**src/rtl/instr_fetch.sv**
```systemverilog
// Instruction fetch unit: drives a 1-cycle synchronous ROM and buffers fetched
// instructions with their addresses in a 2-entry FIFO for the decode stage.
module instr_fetch #(
  parameter int unsigned AWIDTH = 12,
  parameter int unsigned DWIDTH = 16
) (
  input  logic              clk,
  input  logic              rst_n,
  output logic              rom_en,
  output logic [AWIDTH-1:0] rom_addr,
  input  logic [DWIDTH-1:0] rom_dout,
  input  logic              redirect,
  input  logic [AWIDTH-1:0] redirect_pc,
  output logic              out_valid,
  input  logic              out_ready,
  output logic [DWIDTH-1:0] out_instr,
  output logic [AWIDTH-1:0] out_pc
);

  logic [AWIDTH-1:0] pc_q, pc_d;
  logic [AWIDTH-1:0] tag_q, tag_d;
  logic              pending_q, pending_d;
  logic [1:0]        count_q, count_d;
  logic              rd_ptr_q, rd_ptr_d;
  logic              wr_ptr_q, wr_ptr_d;
  logic [DWIDTH-1:0] fifo_instr_q [2];
  logic [DWIDTH-1:0] fifo_instr_d [2];
  logic [AWIDTH-1:0] fifo_pc_q [2];
  logic [AWIDTH-1:0] fifo_pc_d [2];

  logic       pop;
  logic       push;
  logic [2:0] occupancy;

  // Occupancy counts buffered entries plus the read in flight, so a fetch is
  // only issued when its data is guaranteed a free FIFO slot on return.
  always_comb begin
    out_valid = rst_n & (count_q != 2'd0);
    out_instr = fifo_instr_q[rd_ptr_q];
    out_pc    = fifo_pc_q[rd_ptr_q];
    pop       = out_valid & out_ready;
    push      = pending_q & ~redirect;
    occupancy = {1'b0, count_q} + {2'b00, pending_q} - {2'b00, pop};
    rom_en    = rst_n & ~redirect & (occupancy <= 3'd1);
    rom_addr  = pc_q;
  end

  always_comb begin
    pc_d         = pc_q;
    tag_d        = tag_q;
    pending_d    = pending_q;
    count_d      = count_q;
    rd_ptr_d     = rd_ptr_q;
    wr_ptr_d     = wr_ptr_q;
    fifo_instr_d = fifo_instr_q;
    fifo_pc_d    = fifo_pc_q;

    if (redirect) begin
      // Flush: buffered entries and the returning read are dropped.
      pc_d      = redirect_pc;
      pending_d = 1'b0;
      count_d   = 2'd0;
      rd_ptr_d  = 1'b0;
      wr_ptr_d  = 1'b0;
    end else begin
      pending_d = rom_en;
      if (rom_en) begin
        pc_d  = pc_q + AWIDTH'(1);
        tag_d = pc_q;
      end
      if (push) begin
        fifo_instr_d[wr_ptr_q] = rom_dout;
        fifo_pc_d[wr_ptr_q]    = tag_q;
        wr_ptr_d               = ~wr_ptr_q;
      end
      if (pop) begin
        rd_ptr_d = ~rd_ptr_q;
      end
      count_d = count_q + {1'b0, push} - {1'b0, pop};
    end
  end

  always_ff @(posedge clk) begin
    if (!rst_n) begin
      pc_q      <= '0;
      tag_q     <= '0;
      pending_q <= 1'b0;
      count_q   <= 2'd0;
      rd_ptr_q  <= 1'b0;
      wr_ptr_q  <= 1'b0;
      for (int i = 0; i < 2; i++) begin
        fifo_instr_q[i] <= '0;
        fifo_pc_q[i]    <= '0;
      end
    end else begin
      pc_q         <= pc_d;
      tag_q        <= tag_d;
      pending_q    <= pending_d;
      count_q      <= count_d;
      rd_ptr_q     <= rd_ptr_d;
      wr_ptr_q     <= wr_ptr_d;
      fifo_instr_q <= fifo_instr_d;
      fifo_pc_q    <= fifo_pc_d;
    end
  end

endmodule

```
**config.mk**
```make
export PLATFORM = sky130hd
export DESIGN_NAME = instr_fetch
export DESIGN_NICKNAME = d
export VERILOG_FILES = /design/src/rtl/instr_fetch.sv
export SDC_FILE = /design/constraint.sdc
export NUM_CORES = 1
export LEC_CHECK = 0
export BUFFER_PORTS_ARGS = -buffer_cell sky130_fd_sc_hd__buf_2
export CAP_MARGIN = 20
export CORE_UTILIZATION = 49
export CTS_BUF_LIST = sky130_fd_sc_hd__clkbuf_8 sky130_fd_sc_hd__clkbuf_16
export DETAILED_ROUTE_END_ITERATION = 7
export PLACE_DENSITY = 0.75
export SLEW_MARGIN = 20
export SYNTH_ARGS = -nofsm -noshare
export SYNTH_HDL_FRONTEND = slang
export SYNTH_SLANG_ARGS = --single-unit
```
**constraint.sdc**
```tcl
create_clock -name clk -period 3.5 [get_ports clk]
set_input_delay 0.7 -clock clk [delete_from_list [all_inputs] [get_ports clk]]
set_output_delay 0.7 -clock clk [all_outputs]
set_load 0.02 [all_outputs]
```
==> out/results.ini <==
[outcome]
status = finished clean

[place]
io_buffers = 73
gp_congestion = 0.914
dpl.cell_count = 605
dp_hpwl_um = 5330

[clock_network]
htree_num_levels = 3
cts.sinks = 85
root_buffer = clkbuf_8
cts_tree = built
hold_buffers = 0
numCtsBuffers = 9
clock_latency_ns = 0.35
cts_max_path_buffers = 2
cts_post_setup_buffers_inserted = 0
clkSlewWorstSetupHoldPaths_ns = 0.08

[critical_path]
cp_cell_sequence = o21a_2 -> and2_4 -> ha_1 -> inv_1 -> ha_1 -> inv_1 -> fa_1 -> nand3b_4 -> or2_4 -> inv_2 -> buf_4
crit_path_end_kind = primary output
reg2reg_depth = 12
critPathKind = flip-flop to primary output
cp_max_fo = 4
crit_path_max_incr_delay_ns = 0.56
worstSetupStartpointType = flip-flop
worstReg2RegStart = count_q[1]$_SDFF_PP0_
worstPathArrival_ns = 2.69
cp-endpoint = rom_en
cpMaxStageDelayCell = fa_1
cp.required_ns = 2.80
reg2reg_slack_ns = 0.54
startpoint = count_q[1]$_SDFF_PP0_
timing.rr.end = rom_addr[10]$_SDFFE_PN0P_

[synthesis]
synthTopCellsByArea = dfxtp_1, nand2_1, a21oi_1
ys_ff_latch = 85
yosysSeqAreaShare_pct = 46.2
ys_types = 42
synth_fp_nets = 488
postSynthAreaPerCell_um2 = 8.18
yosysWarningCount = 0
synth.top_cell.area_share_pct = 46.2
synth_largest_area_cell = dfxtp_1
netlist_instances = 450
syn_area_um2 = 3680

[sta]
setup_viol = 0
slew_headroom_pct = 46.2
tightest_slew_ns = 0.806
skew_ns = 0.0105
totalNegativeSetupSlack_ns = 0
rsz0062_at_grt = no
fin_crit_ns = 3.39
drv_slew = 0
hold_viol_final = 0
fin_crit_sh_pct = 96.8
clock.fmax_ghz = 0.295

[route]
drc = 0
drtPass1Iterations = 5
wl_um = 8120
detail_route.wl_per_cell_um = 13.1
drt-initial-drc-count = 177
via_per_inst = 5.20
vias = 3229
ant_nets = 0

[pwr]
swShare_pct = 23.9
p_int_w = 0.00144
switchingPower_w = 0.000454
p_clk_share_pct = 38.2
ir_worst_vdd_mv = 0.219
p_comb_share_pct = 8.5
p_seq_share_pct = 53.4
p_per_area_nw_per_um2 = 438
leakage_nw = 1.75

[cells_and_area]
fin_cells = 621
postLayoutCoreUtil_pct = 59.7
area_delta_synth_final_pct = 17.7
drive_gt1_share_pct = 26.4
nNetsFinal = 555
diodes = 0
fillers = 649

[grt]
grt_pass1_vias = 3058
grt_util_all_layers_pct = 22.2
grt_overflow = 0
antenna_found_initial = 0
grt_pass1_wl_um = 13600
grt_start_max_net_pins = 49

[floorplanning]
io_pins = 74
fp-row-count = 31
fp.dieH_um = 88.7
die_area_um2 = 7860
initial_utilization_pct = 50.8
coreArea_um2 = 7250
die_w_um = 88.7

[flow_run]
cap_viol_max_count = 0

[min_path]
worstHoldPathType = flip-flop to flip-flop

-- worst min-delay path by stage --
stage	to	cells past startpoint	slack [ns]	start
2_1_floorplan	fifo_instr_q[0]$_SDFFE_PN0P_	2	0.43	fifo_instr_q[0]$_SDFFE_PN0P_
3_3_place_gp	fifo_instr_q[8]$_SDFFE_PN0P_	2	0.44	fifo_instr_q[8]$_SDFFE_PN0P_
3_5_place_dp	fifo_pc_q[23]$_SDFFE_PN0P_	2	0.44	fifo_pc_q[23]$_SDFFE_PN0P_
4_1_cts	fifo_pc_q[23]$_SDFFE_PN0P_	2	0.45	fifo_pc_q[23]$_SDFFE_PN0P_
5_1_grt	fifo_pc_q[23]$_SDFFE_PN0P_	2	0.47	fifo_pc_q[23]$_SDFFE_PN0P_
6_report	fifo_pc_q[5]$_SDFFE_PN0P_	2	0.45	fifo_pc_q[5]$_SDFFE_PN0P_
-- what timing repair did --
action | CTS | global route
resized for setup | 1 | 4
endpoints found under the setup margin | 1 | 1
pin swaps | 0 | 1
-- flip-flops by register name, indices dropped and copies added (netlist names) --
signal,flops
count_q,2
fifo_instr_q,32
fifo_pc_q,24
pending_q,1
rd_ptr_q,1
rom_addr,12
tag_q,12
wr_ptr_q,1
-- synth_stat cells (all sizes together) --
master	number
xnor2	3
mux2	28
o21a	1
and2	1
nand2b	2
dfxtp	85
buf	17
xor2	2
or4	1
a21oi	75
or2b	1
nor3	4
nand2	142
a221oi	1
a22oi	5
nand4	2
nor4	2
nor2	9
and3	4
a311oi	2
o21ai	5
ha	5
or2	2
fa	1
a32oi	2
clkbuf	12
or3	6
nand3b	1
a311o	1
o41ai	1
nand3	7
a31oi	5
inv	14
o21ba	1
-- per-layer routing --
metal / global-route usage [%] / vias up / part of all wire (%)
met5: 0 / - / 0
met4: 9.53 / 0 / 1.7
met3: 3.82 / 13 / 5.9
met2: 38.3 / 100 / 48
met1: 27.3 / 1477 / 44
li1: - / 1639 / -
-- area by class of cell --
class / instances / area, um^2 / area share (%)
Tap cell: 99 / 124 / 2.86
Timing Repair Buffer: 85 / 458 / 10.6
Clock buffer: 9 / 124 / 2.86
Multi-Input combinational cell: 322 / 1790 / 41.2
Inverter: 14 / 52.6 / 1.21
Clock inverter: 7 / 83.8 / 1.93
Sequential cell: 85 / 1710 / 39.4
-- worst max-delay path, delay by kind of cell, from the launching register on --
kind	cells	cell delay, ns
flip-flops	1	0.38
AND/OR/NAND/NOR	3	0.50
adder cells (fa/ha/maj)	3	0.95
buffers and inverters	4	0.31
AO/OA/AOI/OAI	1	0.22
-- power by group through the flow --
stage	Combinational [W]	Clock, W	Sequential (W)
after global placement	0.000157	0	0.00103
after detailed placement	0.000159	0	0.00104
after global routing	0.000179	0.000787	0.00102
after CTS	0.000160	0.000742	0.00101
final	0.000161	0.000724	0.00101
after floorplan	0.0000971	0	0.00104
-- logic make-up after synthesis --
group | after synthesis | share of synthesized area [%]
XOR/XNOR | 5 | 1.39
AO/OA/AOI/OAI | 99 | 14.9
AND/OR/NAND/NOR | 184 | 21.2
buffers and inverters | 43 | 5.44
adder cells (fa/ha/maj) | 6 | 2.24
multiplexers | 28 | 8.57
flip-flops | 85 | 46.2
-- through the flow --
stage / worst slack (ns) / instance area (um^2) / hold WS (ns) / total power, W
5_1_grt: 0.0147 / 4330 / 0.472 / 0.00198
3_3_place_gp: 0.125 / 4110 / 0.438 / 0.00119
2_1_floorplan: 0.0103 / 3690 / 0.433 / 0.00114
6_report: 0.113 / 4330 / 0.454 / 0.00190
3_5_place_dp: 0.0769 / 4110 / 0.444 / 0.00120
4_1_cts: 0.0363 / 4320 / 0.455 / 0.00192
-- placed cells by master (no fill, tap or decap), types with 2 or more instances in the layout --
master	synthesis	layout
a311oi_1	2	2
a31oi_1	5	5
nand2_1	142	142
inv_2	2	2
dfxtp_1	85	84
clkbuf_8	0	9
o21ai_0	5	5
nand2b_1	2	2
nor2_2	2	2
buf_2	12	72
a21oi_1	75	75
nor3_1	4	4
nor2_1	7	7
nor4_1	2	2
inv_1	12	15
nand3_1	7	7
and3_1	4	4
ha_1	5	5
nand4_1	2	2
or3_1	6	6
bufinv_16	0	2
a22oi_1	5	5
a32oi_1	2	2
buf_4	2	13
mux2_2	28	28
xnor2_1	3	3
Power figures use the tool's default switching activity.
